<file path="src/rtl/fetch_unit.sv">
// Instruction fetch stage: owns the PC, reads instruction memory and buffers {pc, word} pairs for IF/ID.
// Optional HALT handling is compiled in with `define FETCH_HALT_EN.
//
// state | meaning
// RUN   | fetching; buffer has room
// FULL  | buffer holds BUF_DEPTH entries; fetch paused until a pop
// HALT  | HALT word fetched; fetch frozen until redirect or reset
module fetch_unit #(
  parameter logic [31:0] PC_RESET  = 32'h0000_0000,
  parameter int          BUF_DEPTH = 2
) (
  input  logic        CLK,
  input  logic        nRST,
  output logic        imemREN,
  output logic [31:0] imemaddr,
  input  logic        ihit,
  input  logic [31:0] imemload,
  input  logic        take,
  input  logic        redirect,
  input  logic [31:0] redirect_pc,
  output logic        inst_valid,
  output logic [31:0] imemaddr_if,
  output logic [31:0] imemload_if,
  output logic [31:0] npc_if,
  output logic        halted
);

  localparam logic [1:0] ST_RUN  = 2'd0;
  localparam logic [1:0] ST_FULL = 2'd1;
  localparam logic [1:0] ST_HALT = 2'd2;

  localparam logic [2:0] DEPTH_C = 3'(BUF_DEPTH);
  localparam logic [1:0] LAST    = 2'(BUF_DEPTH - 1);

  logic [1:0]  state_q, state_d;
  logic [31:0] pc_q, pc_d;
  logic [2:0]  count_q, count_d;
  logic [1:0]  rd_q, rd_d;
  logic [1:0]  wr_q, wr_d;
  // Storage sized for the largest legal depth so pointer widths stay fixed.
  logic [31:0] pcb_q [4];
  logic [31:0] wb_q  [4];

  logic push, pop;
  logic unused_rpc_lsbs;

  assign unused_rpc_lsbs = &{1'b0, redirect_pc[1:0]};

  function automatic logic [1:0] ptr_inc(input logic [1:0] p);
    return (p == LAST) ? 2'd0 : p + 2'd1;
  endfunction

  assign imemaddr    = pc_q;
  assign imemREN     = nRST && (state_q == ST_RUN) && !redirect;
  assign inst_valid  = (count_q != 3'd0);
  assign imemaddr_if = inst_valid ? pcb_q[rd_q] : 32'h0;
  assign imemload_if = inst_valid ? wb_q[rd_q]  : 32'h0;
  assign npc_if      = imemaddr_if + 32'd4;

  assign push = imemREN && ihit;
  assign pop  = take && inst_valid;

`ifdef FETCH_HALT_EN
  logic halted_q, halted_d;
  assign halted = halted_q;
`else
  assign halted = 1'b0;
`endif

  always_comb begin
    state_d = state_q;
    pc_d    = pc_q;
    count_d = count_q;
    rd_d    = rd_q;
    wr_d    = wr_q;
`ifdef FETCH_HALT_EN
    halted_d = halted_q;
`endif
    if (redirect) begin
      state_d = ST_RUN;
      pc_d    = {redirect_pc[31:2], 2'b00};
      count_d = 3'd0;
      rd_d    = 2'd0;
      wr_d    = 2'd0;
`ifdef FETCH_HALT_EN
      halted_d = 1'b0;
`endif
    end else begin
      if (pop)  rd_d = ptr_inc(rd_q);
      if (push) begin
        wr_d = ptr_inc(wr_q);
        pc_d = pc_q + 32'd4;
      end
      count_d = count_q + {2'b00, push} - {2'b00, pop};
      case (state_q)
        ST_RUN:  if (push && !pop && (count_q == DEPTH_C - 3'd1)) state_d = ST_FULL;
        ST_FULL: if (pop) state_d = ST_RUN;
        ST_HALT: state_d = ST_HALT;
        default: state_d = ST_RUN;
      endcase
`ifdef FETCH_HALT_EN
      // HALT is buffered like any word but freezes fetch behind it.
      if (push && (imemload == 32'hFFFF_FFFF)) begin
        state_d  = ST_HALT;
        halted_d = 1'b1;
      end
`endif
    end
  end

  always_ff @(posedge CLK or negedge nRST) begin
    if (!nRST) begin
      state_q <= ST_RUN;
      pc_q    <= PC_RESET;
      count_q <= 3'd0;
      rd_q    <= 2'd0;
      wr_q    <= 2'd0;
      for (int i = 0; i < 4; i++) begin
        pcb_q[i] <= 32'h0;
        wb_q[i]  <= 32'h0;
      end
    end else begin
      state_q <= state_d;
      pc_q    <= pc_d;
      count_q <= count_d;
      rd_q    <= rd_d;
      wr_q    <= wr_d;
      if (push && !redirect) begin
        pcb_q[wr_q] <= pc_q;
        wb_q[wr_q]  <= imemload;
      end
    end
  end

`ifdef FETCH_HALT_EN
  always_ff @(posedge CLK or negedge nRST) begin
    if (!nRST) halted_q <= 1'b0;
    else       halted_q <= halted_d;
  end
`endif

endmodule

</file>
<file path="config.mk">
export PLATFORM = sky130hd
export DESIGN_NAME = fetch_unit
export DESIGN_NICKNAME = d
export VERILOG_FILES = /design/src/rtl/fetch_unit.sv
export SDC_FILE = /design/constraint.sdc
export NUM_CORES = 1
export LEC_CHECK = 0
export ABC_AREA = 1
export BUFFER_PORTS_ARGS = -buffer_cell sky130_fd_sc_hd__clkbuf_2
export CORE_ASPECT_RATIO = 0.75
export CORE_MARGIN = 2
export CORE_UTILIZATION = 50
export DETAILED_ROUTE_END_ITERATION = 6
export PLACE_DENSITY = 0.7
export SETUP_SLACK_MARGIN = 0.15
export SLEW_MARGIN = 20
export SYNTH_ARGS = -nofsm -noshare
export SYNTH_HDL_FRONTEND = slang
export SYNTH_SLANG_ARGS = --single-unit
</file>
<file path="constraint.sdc">
create_clock -name CLK -period 4.8 [get_ports CLK]
set_input_delay 0.24 -clock CLK [delete_from_list [all_inputs] [get_ports CLK]]
set_output_delay 0.24 -clock CLK [all_outputs]
set_load 0.01 [all_outputs]
</file>
=== Yosys cells after proc, flatten, opt, wreduce, memory -nomap -nowiden ===
Index checks and enable logic that the tools add are counted.

* Bits in registers: 297
* Input port bits: 69
* Output and inout port bits: 131
* Word-level logic and storage cells: 71

* Add/subtract/negate cells: 6
* Order comparisons: 3
* Eq/ne operators: 7
* Multiplexer cells: 25
* Bitwise logic cells: 2
* Reductions and logical operators: 15

{| class="wikitable"
|+ Operators by type and width
! operator !! count
|-
| $mux 32 || 9
|-
| $bwmux 128 || 2
|-
| $bmux 32 s2 || 2
|-
| $add 32x3->32 const B || 2
|-
| $demux 32 s2 || 1
|-
| $mux 2 || 9
|-
| $logic_and 1x1->1 || 8
|-
| $eq 2x1->1 const B || 3
|-
| $ge 3x3->1 const B || 2
|-
| $not 2->3 || 2
|-
| $pmux 2 s3 || 1
|-
| $add 2x1->2 const B || 2
|-
| $reduce_bool 2->1 || 2
|-
| $add 3x1->3 || 1
|-
| $eq 3x1->1 const B || 1
|-
| $lt 3x1->1 const B || 1
|-
| $mux 3 || 1
|-
| $ne 3x2->1 const B || 1
|-
| $ne 3x3->1 const B || 1
|-
| $reduce_bool 3->1 || 1
|-
| $sub 3x1->3 || 1
|-
| $eq 2x2->1 const B || 1
|-
| $logic_not 1->1 || 2
|-
| $logic_not 2->1 || 1
|-
| $reduce_and 2->1 || 1
|}

=== Logic depth before layout (Yosys ltp) ===
Gate-level depths: netlist of run 1.

* Depth after elaboration: 9
* Mapped depth: 16
* Gate-level depth less buffers: 14

=== Least setup slack after synthesis of run 1 ===
No wires, ideal clock.

* Path type: reg-to-output
* Start point: register rd_q[0]
* End point: output npc_if[18]
* Arrival: 2304 ps
* Required time: 4560 ps
* Setup slack: 2256 ps
* Stages on the path, launching flop included: 15
* Path buffers: 2
* Cell sequence: dfrtp_1 > buf_2 > inv_2 > buf_2 > nand2_1 > nand3_1 > nand3_1 > inv_1 > ha_1 > inv_1 > nor2_1 > nand2_1 > nor2_1 > nand2_1 > xnor2_1

* Cells in the longest elaborated chain, start to end: 6

{| class="wikitable"
|+ Ends and longest elaborated chain
! what !! line !! source
|-
| start, declared || 38 || <nowiki>logic [1:0] rd_q, rd_d;</nowiki>
|-
| start signal, assigned || 126 || <nowiki>rd_q <= rd_d;</nowiki>
|-
| $not 2->3 (implied by the code) || 56 || <nowiki>assign imemaddr_if = inst_valid ? pcb_q[rd_q] : 32'h0;</nowiki>
|-
| $bmux 32 s2 || 56 ||
|-
| $mux 32 (implied by the code) (2 in a row) || 56 ||
|-
| $mux 32 || 56 ||
|-
| via imemaddr_if[2] || 22 || <nowiki>output logic [31:0] imemaddr_if,</nowiki>
|-
| $add 32x3->32 || 58 || <nowiki>assign npc_if = imemaddr_if + 32'd4;</nowiki>
|-
| end, declared || 24 || <nowiki>output logic [31:0] npc_if,</nowiki>
|}

The timed path passes the listed nets, and every way through them passes these cells. The select of a mux whose other input is x is not followed.

=== Worst setup path in the final report of run 1 ===
* Start point: register rd_q[0]
* End point: output npc_if[16]

* Cells in the longest elaborated chain, start to end: 6

{| class="wikitable"
|+ Ends and longest elaborated chain
! what !! line
|-
| $not 2->3 (implied by the code) || 56
|-
| $bmux 32 s2 || 56
|-
| $mux 32 (implied by the code) (2 in a row) || 56
|-
| $mux 32 || 56
|-
| $add 32x3->32 || 58
|}

Every way passes these cells. The select of a mux whose other input is x is not followed.

==> impl_table.tex, run 1 <==
\begin{tabular}{lr}
\hline
Metric & Value \\
\hline
\multicolumn{2}{l}{\textbf{Routing}} \\
\quad Total detailed-routing wirelength & 42.8 mm \\
\quad Antenna Nets Post-Route & 0 \\
\quad Starting DRT DRC Count & 1512 \\
\quad Initial DRT Pass Iterations & 6 \\
\quad Via-per-instance ratio & roughly 5.3 \\
\quad Via total after detailed routing & between 10000 and 15000 \\
\quad Routed length per instance & 16.5 um \\
\quad Final routed DRC violation total & 0 \\
\multicolumn{2}{l}{\textbf{Yosys}} \\
\quad Share of the synthesized area in compound gates (AO/OA/AOI/OAI) & 13.9\% \\
\quad Multiplexer share of the synthesized area & 0\% \\
\quad Number of distinct library cells after synthesis & 36 \\
\quad Fraction of the yosys area taken by sequential cells & 48.7\% \\
\quad Combinational family with the most area after synthesis & simple AND/OR/NAND/NOR gates \\
\quad Xor and xnor fraction of the mapped netlist area & 1.90\% \\
\quad Total number of yosys warnings & 0 \\
\quad Adder-cell share of the synthesized area & 0.390\% \\
\quad Combined area of all synthesized cells & 14700 um2 \\
\quad Post-Synth Simple-Gate Area & a little over a quarter \\
\quad Number of standard cells after synthesis & 2006 \\
\quad Total of flip-flops plus latches after synthesis & 287 \\
\quad Mean instance size in the synthesized netlist & 7.35 um2 \\
\multicolumn{2}{l}{\textbf{Floorplan}} \\
\quad Total I/O pin count & 200 \\
\quad Die height & 153 um \\
\quad Rows & 54 \\
\quad Overall die width & 202 um \\
\quad Core region area & 29100 um2 \\
\quad Initial cell density of the core & 50.8\% \\
\quad Die Outline Area & 30900 um2 \\
\multicolumn{2}{l}{\textbf{Run}} \\
\quad Number of maximum-capacitance violations & 0 \\
\multicolumn{2}{l}{\textbf{Run status}} \\
\quad Status & finished, final reports clean \\
\multicolumn{2}{l}{\textbf{Cells and area}} \\
\quad Most used cells in the layout excluding fill and tap cells & 609 x nand2\_1, 285 x dfrtp\_1, 262 x o21ai\_0 \\
\quad Layout filler cell count & 2704 \\
\quad Most common cell after layout, fill and taps aside & nand2\_1 \\
\quad Final core utilization & about three fifths \\
\quad Count of inserted antenna diode cells & 0 \\
\quad Final-stage net count & 2250 \\
\quad Area Overhead vs Synth & 16.8\% \\
\quad Layout cells sized above 1 & 12.1\% \\
\multicolumn{2}{l}{\textbf{CTS}} \\
\quad Count of instances resized after the clock tree is built & 0 \\
\quad TritonCTS clock tree & yes \\
\quad TritonCTS Sinks & 287 \\
\quad Number of buffers inserted during clock tree synthesis & 28 \\
\quad Root Driver & clkbuf\_16 \\
\quad H-tree level count & 1 \\
\quad Number of post-CTS setup repair buffers & 0 \\
\quad Clock-pin slew reported for the worst setup and hold paths after clock tree synthesis & 60 ps \\
\quad Clock insertion delay at the later pin of the skew report & $\sim$550 ps \\
\quad Number of buffers on the longest clock path & 3 \\
\multicolumn{2}{l}{\textbf{Placement}} \\
\quad Port Buffer Count & 190 \\
\quad Global placement routability congestion & about 0.93 \\
\quad Post-DP HPWL & between 20 and 30 mm \\
\multicolumn{2}{l}{\textbf{STA}} \\
\quad RSZ-0062 raised after global routing & no \\
\quad Worst hold slack & 5.81 ps \\
\quad Peak Freq & $\sim$250 MHz \\
\quad Tcrit/Tclk final & 83.7\% \\
\quad Time the final worst path needs with I/O delays and setup & 4020 ps \\
\quad Accumulated negative setup slack & 0 ps \\
\quad Worst rel slew slack & around a third \\
\quad Final-report setup violation count & 0 \\
\quad Final number of hold-violating endpoints & 0 \\
\quad Total count of max-transition violations in the final report & 0 \\
\quad Slew at the pin closest to its max-slew limit & between 900 and 1000 ps \\
\quad Setup clock skew after layout & $\sim$19 ps \\
\multicolumn{2}{l}{\textbf{Pwr}} \\
\quad Switching portion of total power & 38.2\% \\
\quad Total power divided by cell area & 460 nW/um2 \\
\quad Maximum ir drop on the vdd rail & between 0.0003 and 0.0004 V \\
\quad Clk network pwr share & between 20\% and 30\% \\
\quad Net Switching & 0.00303 W \\
\quad Static power due to leakage & between 8 and 9 nW \\
\quad P\_int & 0.00489 W \\
\quad Combinational power share & about 35\% \\
\quad Part of the power in registers & 37.9\% \\
\multicolumn{2}{l}{\textbf{Setup path}} \\
\quad Worst Path Class, Setup & reg2out \\
\quad Crit path DAT & 3780 ps \\
\quad Endpoint required time on the critical path & approximately 4600 ps \\
\quad Critical path launch point type & flop \\
\quad Peak fanout along the critical path & between 50 and 60 \\
\quad Capturing element type of the critical path & primary output \\
\multicolumn{2}{l}{\textbf{GRT}} \\
\quad First-pass GRT wire length & a little under 70 mm \\
\quad Combined global-route utilization of all metal layers & 27.6\% \\
\quad Pin count of the biggest net entering global routing & 179 \\
\quad Number of antenna violations at the first check in global routing & 1 \\
\quad Via count of the first global-routing pass & 12700 \\
\quad Grt ovf & 0 \\
\multicolumn{2}{l}{\textbf{Min path}} \\
\quad Worst min-delay path category & in2reg \\
\hline
\end{tabular}
## through the flow
step | setup WS (ps) | power [W] | instance area (um2) | std cells
after floorplan | 2260 | 0.00467 | 14800 | 2012
after global placement | 1460 | 0.00567 | 15800 | 2492
after detailed placement | 1400 | 0.00572 | 15800 | 2492
after CTS | 794 | 0.00793 | 17200 | 2590
after global routing | 476 | 0.00842 | 17200 | 2590
final | 781 | 0.00792 | 17200 | 2590
## critical path: stages (launching register included)
cell and delay [ps]:
dfrtp_4 610, buf_4 600, nand2_1 110, nand3_1 110, nand3_1 240, inv_1 230
ha_1 240, inv_1 70, nor2_1 140, nand2_1 160, nor2_1 290, nand2_1 110
xor2_1 160, clkbuf_2 160
## power groups by stage
stage               combinational [W]  sequential (W)  clock [W]
floorplan                     0.00171         0.00296          0
global placement              0.00265         0.00302          0
detailed placement            0.00269         0.00303          0
CTS                           0.00273         0.00299    0.00220
global route                  0.00307         0.00304    0.00230
finish                        0.00274         0.00300    0.00218
## Yosys cell counts, drive strengths merged
cell      n  area [um2]
o221ai    6        52.6
o31ai     1        7.51
xnor2     3        26.3
o21ai   331        1660
a211oi    1        7.51
nand3   105         526
nor2    252         951
o21bai    3        22.5
a22oi     1        7.51
nor4      2        27.5
ha        3        37.5
conb      1        3.75
clkbuf   65         244
a31oi     1        6.26
nor3     10        50.1
buf      56         338
inv     170         638
nand4    14        87.6
dfrtp   287        7180
o211ai   12        90.1
fa        1        20.0
xor2     29         254
nor3b     1        7.51
or2       2        12.5
a21oi    38         190
nand2   611        2300
## kinds of logic (layout without fill, tap and decap cells)
kind of cell,count (synthesis),count (layout)
compound gates,394,394
other cells,1,7
flops,287,287
xor+xnor,32,32
simple gates,997,997
fa+ha+maj,4,4
buf+inv,291,477
## area by class of cell
cell class / instances / area, um2 / share of cell area [%]
clock buffers: 48 / 897 / 5.21
flip-flops and latches: 287 / 7190 / 41.7
repair buffers: 256 / 1600 / 9.29
well taps: 392 / 490 / 2.85
multi-input cells: 1434 / 6390 / 37.1
inverters: 170 / 639 / 3.71
clock inverters: 3 / 15.0 / 0.0872
## what timing repair did
action | 4_1_cts | 5_1_grt
hold buffers | 47 | 0
setup endpoints to repair | 0 | 0
endpoints found under the hold margin | 96 | 0
## path summary, 6_finish.rpt
kind | start | endpoint | slack, ps | depth (start not counted)
worst max-delay path | rd_q[0] | npc_if[16] | 780 | 13
worst max register to register | state_q[0] | wb_q[104] | 1670 | 8
worst min-delay path | imemload[17] | wb_q[113] | 6 | 3
worst min register to register | wb_q[12] | wb_q[12] | 480 | 2
max in group asynchronous | nRST | rd_q[0] | 3340 | 3
min in group asynchronous | nRST | wb_q[19] | 150 | 2
## registers in the layout, summed over array words and instances, names as in the netlist
name / cells
wb_q: 128
wr_q: 2
count_q: 3
imemaddr: 30
rd_q: 2
pcb_q: 120
state_q: 2
## layer usage
metal | global-route usage, % | wire (um) | up-vias
li1 | - | - | 6704
met1 | 43.5 | 20700 | 6432
met2 | 40.1 | 17900 | 566
met3 | 5.03 | 3630 | 43
met4 | 4.31 | 526 | 0
met5 | 0 | 0 | -
Note: power is estimated with default switching activity, not from simulation.
==> run 2, diff against run 1 <==
Settings changed: ABC_AREA 1 to 0, PLACE_DENSITY 0.7 to 0.73.
Clock period 4.8 ns to 3.5 ns, I/O delays scaled along.
==> run 2 against run 1 <==
Sequential power is 35% higher. Via count down 25%. Cell area grew 1.3%. First-iteration DRC count down 51%. Power increased by 36%. Critical path depth shrank 3. Highest routed layer unchanged. Utilization grew 2.8 points. Clock power grew 35%.
==> impl_table.tex, run 2 <==
\begin{tabular}{lr}
\hline
Metric & Value \\
\hline
\multicolumn{2}{l}{\textbf{Min path}} \\
\quad Startpoint of the worst hold path & redirect \\
\quad Worst min-delay path category & in2reg \\
\multicolumn{2}{l}{\textbf{Floorplan}} \\
\quad Die height & 151 um (-1.4\%) \\
\quad Overall die width & 200 um (-1.4\%) \\
\quad Initial cell density of the core & 51.0\% (+0.23 points) \\
\quad Core region area & 28100 um2 (-3.2\%) \\
\quad Die Outline Area & 30100 um2 (-2.7\%) \\
\quad Rows & 53 (-1.9\%) \\
\quad Total I/O pin count & 200 (unchanged) \\
\multicolumn{2}{l}{\textbf{Setup path}} \\
\quad Start point of the critical path & rd\_q[0] \\
\quad CP max-delay cell & dfrtp\_4 \\
\quad Origin of the critical flop-to-flop path & state\_q[0] \\
\quad Peak fanout along the critical path & 5 (-91\%) \\
\quad Cell chain of the critical path & mux4\_2, and2\_4, ha\_4, nand4\_1, or3\_4, nand3b\_4, buf\_6, nor2\_4, xor2\_1, buf\_2 \\
\quad Endpoint required time on the critical path & 3320 ps (-1240 ps) \\
\quad Capturing element type of the critical path & primary output \\
\quad Critical path launch point type & flop \\
\quad Crit path DAT & 3150 ps (-630 ps) \\
\quad Worst Path Class, Setup & reg2out \\
\quad Crit path largest cell delay & 530 ps (-80 ps) \\
\multicolumn{2}{l}{\textbf{Yosys}} \\
\quad Number of distinct library cells after synthesis & 55 (+53\%) \\
\quad Combined area of all synthesized cells & 14300 um2 (-2.8\%) \\
\quad Flip-flop cell with the highest count after synthesis & dfrtp\_1 \\
\quad Yosys top cell area share & 50.1\% (+1.4 points) \\
\quad Main area contributors after synthesis & dfrtp\_1 50\%, mux2\_2 19\%, mux4\_2 8.0\%, nand2\_1 2.7\%, mux4\_1 2.6\% \\
\quad Mean instance size in the synthesized netlist & 13.0 um2 (+77\%) \\
\quad Cell with the most instances after synthesis & dfrtp\_1 \\
\quad Total number of yosys warnings & 0 (unchanged) \\
\quad Proportion of register bits with asynchronous set or reset after synthesis & 100\% (unchanged) \\
\quad Number of standard cells after synthesis & 1104 (-45\%) \\
\quad Number of enable flip-flop cells after synthesis & 0 (unchanged) \\
\quad Cell types with the highest counts after synthesis & 287 x dfrtp\_1, 236 x mux2\_2, 102 x nand2\_1 \\
\quad Fraction of the yosys area taken by sequential cells & 50.1\% (+1.4 points) \\
\quad Synth area leader & dfrtp\_1 \\
\quad Total of flip-flops plus latches after synthesis & 287 (unchanged) \\
\multicolumn{2}{l}{\textbf{GRT}} \\
\quad Pin count of the biggest net entering global routing & 81 (-55\%) \\
\quad Via count of the first global-routing pass & 10200 (-20\%) \\
\quad Number of antenna violations at the first check in global routing & 0 (-1) \\
\quad Grt ovf & 0 (unchanged) \\
\quad First-pass GRT wire length & 58.1 mm (-16\%) \\
\quad Combined global-route utilization of all metal layers & 25.0\% (-2.6 points) \\
\multicolumn{2}{l}{\textbf{Cells and area}} \\
\quad Flip-flop count of the largest register, all copies and words added & 128 (unchanged) \\
\quad Most common cell after layout, fill and taps aside & dfrtp\_1 \\
\quad Post-Layout Inst Area & 17400 um2 (+1.3\%) \\
\quad Layout filler cell count & 2206 (-18\%) \\
\quad Count of inserted antenna diode cells & 0 (unchanged) \\
\quad Layout cells sized above 1 & 44.2\% (+32 points) \\
\quad Most used cells in the layout excluding fill and tap cells & 285 x dfrtp\_1, 236 x mux2\_2, 187 x clkbuf\_2 \\
\quad Final-stage net count & 1426 (-37\%) \\
\quad Area Overhead vs Synth & 21.7\% \\
\quad Largest Register & wb\_q \\
\multicolumn{2}{l}{\textbf{Run status}} \\
\quad Status & finished, final reports clean \\
\multicolumn{2}{l}{\textbf{CTS}} \\
\quad Number of buffers on the longest clock path & 3 (unchanged) \\
\quad Clock-pin slew reported for the worst setup and hold paths after clock tree synthesis & 60 ps (about the same) \\
\quad TritonCTS clock tree & yes \\
\quad Number of buffers inserted during clock tree synthesis & 28 (unchanged) \\
\quad Root Driver & clkbuf\_16 \\
\quad H-tree level count & 1 (unchanged) \\
\quad TritonCTS Sinks & 287 (unchanged) \\
\quad Clock insertion delay at the later pin of the skew report & 540 ps (about the same) \\
\multicolumn{2}{l}{\textbf{STA}} \\
\quad Tcrit/Tclk final & 95.0\% \\
\quad Peak Freq & 301 MHz \\
\quad Worst rel slew slack & 29.1\% (-4.9 points) \\
\quad Time the final worst path needs with I/O delays and setup & 3320 ps \\
\quad Final-report setup violation count & 0 (unchanged) \\
\quad Setup clock skew after layout & 9.70 ps (-8.87 ps) \\
\quad RSZ-0062 raised after global routing & yes \\
\quad Slew at the pin closest to its max-slew limit & 1060 ps (+73.2 ps) \\
\quad Final number of hold-violating endpoints & 0 (unchanged) \\
\quad Accumulated negative setup slack & 0 ps (unchanged) \\
\quad Setup ws final & 176 ps (-604 ps) \\
\quad Total count of max-transition violations in the final report & 0 (unchanged) \\
\multicolumn{2}{l}{\textbf{Pwr}} \\
\quad Power Total & 0.0108 W (+36\%) \\
\quad Total power divided by cell area & 619 nW/um2 (+35\%) \\
\quad Static power due to leakage & 8.24 nW (-3.1\%) \\
\quad Maximum ir drop on the vdd rail & 0.000472 V (+37\%) \\
\multicolumn{2}{l}{\textbf{Routing}} \\
\quad Via total after detailed routing & 10300 (-25\%) \\
\quad Total detailed-routing wirelength & 37.1 mm (-13\%) \\
\quad Initial DRT Pass Iterations & 5 (-1) \\
\quad Routed length per instance & 21.1 um (+28\%) \\
\quad Antenna Nets Post-Route & 0 (unchanged) \\
\quad Final routed DRC violation total & 0 (unchanged) \\
\quad Starting DRT DRC Count & 735 (-51\%) \\
\quad Via-per-instance ratio & 5.84 (+10\%) \\
\multicolumn{2}{l}{\textbf{Placement}} \\
\quad Pre-CTS setup slack & 356 ps (-1040 ps) \\
\quad Post-DP HPWL & 23.9 mm (-15\%) \\
\quad Post-placement cell area & 15700 um2 (-1.2\%) \\
\quad Global placement routability congestion & 0.877 (-5.4\%) \\
\quad Port Buffer Count & 190 (unchanged) \\
\multicolumn{2}{l}{\textbf{Run}} \\
\quad Number of maximum-capacitance violations & 0 (unchanged) \\
\hline
\end{tabular}
==> run 2: changes by cell type after synthesis, moves of 31 or more <==
| cell | change |
|---|---|
| mux4_2 | +51 |
| nand2_1 | -508 |
| inv_1 | -145 |
| nor2_1 | -218 |
| and2_1 | +50 |
| mux2_2 | +236 |
| o21ai_0 | -220 |
| nand3_1 | -92 |
| a21oi_1 | -31 |
| o21ai_1 | -67 |
==> run 2: repair_timing <==
| action | in CTS | in global routing |
|---|---|---|
| gates resized for setup | 23 | 19 |
| hold buffers | 64 | 0 |
| hold endpoints to repair | 226 | 0 |
| setup endpoints to repair | 17 | 12 |
| pin swaps | 7 | 5 |
| cloned | 0 | 1 |
| setup buffers | 10 | 4 |
==> run 2: final timing paths <==
path | to | slack, ps | cells past startpoint
setup / recovery | npc_if[28] | 180 | 10
setup reg to reg | wb_q[57] | 620 | 5
min in group asynchronous | pcb_q[42] | 450 | 3
hold / removal | wr_q[0] | 260 | 3
hold reg to reg | pcb_q[95] | 480 | 2
max in group asynchronous | rd_q[0] | 1410 | 4
==> run 2: metrics by stage <==
step                      util [%]  hold WS (ps)  std cells
after floorplan                  -          -121       1110
after global placement        55.7           386       1629
after detailed placement      55.7           393       1629
after CTS                     61.7           231       1752
after global routing          62.0           261       1757
final                         62.0           264       1757
==> run 2: cell families after synthesis <==
family	after synthesis	share of synthesized area, %
AO/OA/AOI/OAI	95	4.40
XOR/XNOR	32	1.95
adder cells (fa/ha/maj)	4	0.401
buffers and inverters	109	3.64
flip-flops	287	50.1
multiplexers	305	29.4
other	1	0.0262
AND/OR/NAND/NOR	271	10.1
==> run 2: cell type report <==
cell class                 instances  area [um2]  share of cell area (%)
multi-input combinational        714        6780                    38.9
clock buffer                      44         862                    4.94
inverter                          23        95.1                   0.545
timing repair buffer             299        2010                    11.5
clock inverter                     5        25.0                   0.143
tap                              385         482                    2.76
sequential                       287        7190                    41.2
==> run 2: routing by layer <==
metal	track usage, %	wire length, um	vias to the layer above
li1	-	-	4509
met1	36.8	16800	5299
met2	38.3	16900	397
met3	5.40	2750	56
met4	5.33	704	0
met5	0	0	-
==> run 2: worst max-delay path: cells and delay by family (launching register included) <==
family                     cells  cell delay, ps
adders and majority gates      1             130
DFF                            1             530
xor gates and xnor gates       1             150
buffers and inverters          2             340
muxes                          1             400
and+or+nand+nor                5            1080
==> run 2: report_power, final <==
part / leakage (nW) / internal [W] / switching [W]
sequential: 3.78 / 0.00373 / 0.000331
clock: 0.443 / 0.00168 / 0.00126
combinational: 4.02 / 0.00178 / 0.00201
total: 8.24 / 0.00719 / 0.00360
==> run 3, diff against run 2 <==
Settings changed: CORE_UTILIZATION 50 to 52, PLACE_DENSITY 0.73 to 0.75.
==> run 3 against run 2 <==
Register-to-register slack better by 30 ps. Critical endpoint is now npc_if[29]. Hold slack worse by 240 ps. Flip-flop and latch count stayed put. Highest routed layer unchanged. Utilization is 2.7 points higher.
==> impl_table.tex, run 3 (synthesis results as in run 2) <==
\begin{tabular}{lr}
\hline
Metric & Value \\
\hline
\multicolumn{2}{l}{\textbf{Setup path}} \\
\quad Flop2flop setup slack & 650 ps (+30 ps) \\
\quad Peak fanout along the critical path & 9 (+4) \\
\quad Number of buffer and inverter instances along the worst setup path & 3 (+1) \\
\quad CP max-delay cell & mux4\_2 \\
\quad Worst Reg-to-Reg Cells & 7 (+2) \\
\quad Gate family responsible for the most delay along the worst path & simple AND/OR/NAND/NOR gates \\
\quad Crit path DAT & 3220 ps (+70 ps) \\
\quad Endpoint required time on the critical path & 3320 ps (about the same) \\
\quad Capturing element type of the critical path & primary output \\
\quad Critical path launch point type & flop \\
\quad Origin of the critical flop-to-flop path & state\_q[0] \\
\quad Worst Path Class, Setup & reg2out \\
\quad Reg2reg end & imemaddr[13] \\
\quad Cell chain of the critical path & clkinvlp\_4, mux4\_2, nor4b\_4, nand4\_1, buf\_4, nor2\_1, xor2\_1, clkbuf\_2 \\
\quad Crit path largest cell delay & 580 ps (+50 ps) \\
\multicolumn{2}{l}{\textbf{CTS}} \\
\quad TritonCTS Sinks & 287 (unchanged) \\
\quad Root Driver & clkbuf\_16 \\
\quad Clock-pin slew reported for the worst setup and hold paths after clock tree synthesis & 70 ps (about the same) \\
\quad Clock insertion delay at the later pin of the skew report & 560 ps (+20 ps) \\
\quad TritonCTS clock tree & yes \\
\quad Number of buffers on the longest clock path & 3 (unchanged) \\
\quad H-tree level count & 1 (unchanged) \\
\quad Number of buffers inserted during clock tree synthesis & 28 (unchanged) \\
\multicolumn{2}{l}{\textbf{Routing}} \\
\quad Initial DRT Pass Iterations & 5 (unchanged) \\
\quad Via-per-instance ratio & 6.03 (+3.3\%) \\
\quad Via total after detailed routing & 10400 (+1.6\%) \\
\quad Antenna Nets Post-Route & 0 (unchanged) \\
\quad Total detailed-routing wirelength & 38.4 mm (+3.4\%) \\
\quad Routed length per instance & 22.2 um (+5.1\%) \\
\quad Final routed DRC violation total & 0 (unchanged) \\
\quad Starting DRT DRC Count & 834 (+13\%) \\
\multicolumn{2}{l}{\textbf{Placement}} \\
\quad Post-DP HPWL & 24.4 mm (+2.1\%) \\
\quad Port Buffer Count & 190 (unchanged) \\
\quad Pre-CTS setup slack & 378 ps (+21.2 ps) \\
\quad Global placement routability congestion & 0.858 (-2.1\%) \\
\multicolumn{2}{l}{\textbf{Cells and area}} \\
\quad Layout cells sized above 1 & 44.7\% (+0.49 points) \\
\quad Most common cell after layout, fill and taps aside & dfrtp\_1 \\
\quad Multi-input gate area in the final layout & 6770 um2 (-0.20\%) \\
\quad Largest Register & wb\_q \\
\quad Area Overhead vs Synth & 22.2\% \\
\quad Count of inserted antenna diode cells & 0 (unchanged) \\
\quad Total area of sequential cells & 7190 um2 (unchanged) \\
\quad Layout filler cell count & 2046 (-7.3\%) \\
\quad Most used cells in the layout excluding fill and tap cells & 285 x dfrtp\_1, 236 x mux2\_2, 188 x clkbuf\_2 \\
\quad Final-stage net count & 1429 (+0.21\%) \\
\quad Flip-flop count of the largest register, all copies and words added & 128 (unchanged) \\
\multicolumn{2}{l}{\textbf{Run}} \\
\quad Number of maximum-capacitance violations & 0 (unchanged) \\
\multicolumn{2}{l}{\textbf{Floorplan}} \\
\quad Die height & 148 um (-1.9\%) \\
\quad Rows & 52 (-1.9\%) \\
\quad Total I/O pin count & 200 (unchanged) \\
\quad Overall die width & 196 um (-1.9\%) \\
\quad Initial cell density of the core & 53.0\% (+2.0 points) \\
\quad Core region area & 27100 um2 (-3.7\%) \\
\quad Die Outline Area & 28900 um2 (-3.8\%) \\
\multicolumn{2}{l}{\textbf{STA}} \\
\quad Tcrit/Tclk final & 97.1\% (+2.1 points) \\
\quad Setup ws final & 102 ps (-74.4 ps) \\
\quad Setup clock skew after layout & 12.6 ps (+2.86 ps) \\
\quad RSZ-0062 raised after global routing & yes \\
\quad Time the final worst path needs with I/O delays and setup & 3400 ps (+74.4 ps) \\
\quad Slew at the pin closest to its max-slew limit & 953 ps (-111 ps) \\
\quad Peak Freq & 294 MHz (-2.2\%) \\
\quad Accumulated negative setup slack & 0 ps (unchanged) \\
\quad Worst rel slew slack & 36.2\% (+7.1 points) \\
\quad Final-report setup violation count & 0 (unchanged) \\
\quad Total count of max-transition violations in the final report & 0 (unchanged) \\
\quad Final number of hold-violating endpoints & 0 (unchanged) \\
\multicolumn{2}{l}{\textbf{GRT}} \\
\quad First-pass GRT wire length & 60.3 mm (+3.8\%) \\
\quad Number of antenna violations at the first check in global routing & 0 (unchanged) \\
\quad Combined global-route utilization of all metal layers & 26.6\% (+1.6 points) \\
\quad Grt ovf & 0 (unchanged) \\
\quad Via count of the first global-routing pass & 10700 (+4.9\%) \\
\quad Pin count of the biggest net entering global routing & 134 (+65\%) \\
\multicolumn{2}{l}{\textbf{Run status}} \\
\quad Status & finished, final reports clean \\
\multicolumn{2}{l}{\textbf{Min path}} \\
\quad Worst min-delay path category & in2async \\
\multicolumn{2}{l}{\textbf{Pwr}} \\
\quad Maximum ir drop on the vdd rail & 0.000490 V (+3.9\%) \\
\quad Total power divided by cell area & 632 nW/um2 (+2.2\%) \\
\quad Static power due to leakage & 8.28 nW (+0.48\%) \\
\hline
\end{tabular}
==> run 3: cell count changes in the layout (fill, tap and decap cells not counted), sizes merged <==
cell    delta
buf        +1
clkinv     +2
bufbuf     +1
bufinv     +1
==> run 3: layer usage <==
layer	GRT usage (%)	vias up	routed length, um
met5	0	-	0
met3	5.43	72	2800
met2	40.9	462	17600
met1	38.6	5391	16900
li1	-	4496	-
met4	8.45	0	1080
==> run 3: power breakdown <==
group / internal (W) / total [W] / switching [W]
registers: 0.00373 / 0.00408 / 0.000348
clock network: 0.00181 / 0.00311 / 0.00130
logic: 0.00182 / 0.00389 / 0.00207
total: 0.00736 / 0.0111 / 0.00372
==> run 3: cell type report <==
class | count | share of cell area [%]
clock inverter | 8 | 0.371
inverter | 23 | 0.543
multi-input combinational | 714 | 38.6
timing repair buffer | 302 | 11.8
tap | 351 | 2.51
sequential | 287 | 41.0
clock buffer | 43 | 5.07
==> run 3: through the flow <==
step / hold slack [ps] / utilization [%] / std cells / power (W) / area (um2)
after floorplan: -121 / - / 1110 / 0.00633 / 14400
after global placement: 7.98 / 57.7 / 1595 / 0.00761 / 15600
after detailed placement: 11.0 / 57.7 / 1595 / 0.00770 / 15600
after CTS: 10.4 / 64.2 / 1720 / 0.0110 / 17400
after global routing: 20.8 / 64.7 / 1728 / 0.0116 / 17500
final: 21.4 / 64.7 / 1728 / 0.0111 / 17500
==> run 3: timing repair <==
action,CTS,global route
setup endpoints to repair,15,16
endpoints found under the hold margin,308,0
hold buffers,64,0
setup buffers,9,7
pin swaps,6,9
gates resized for setup,23,15
gates cloned,1,1
==> run 3: worst max path at each step <==
stage / startpoint / end / slack [ps] / cells after the start
detailed placement: rd_q[0] / npc_if[30] / 380 / 10
finish: rd_q[1] / npc_if[29] / 100 / 8
floorplan: count_q[1] / npc_if[30] / 460 / 13
global route: rd_q[0] / npc_if[30] / 1 / 9
CTS: rd_q[0] / npc_if[30] / 60 / 10
global placement: rd_q[1] / npc_if[30] / 420 / 7
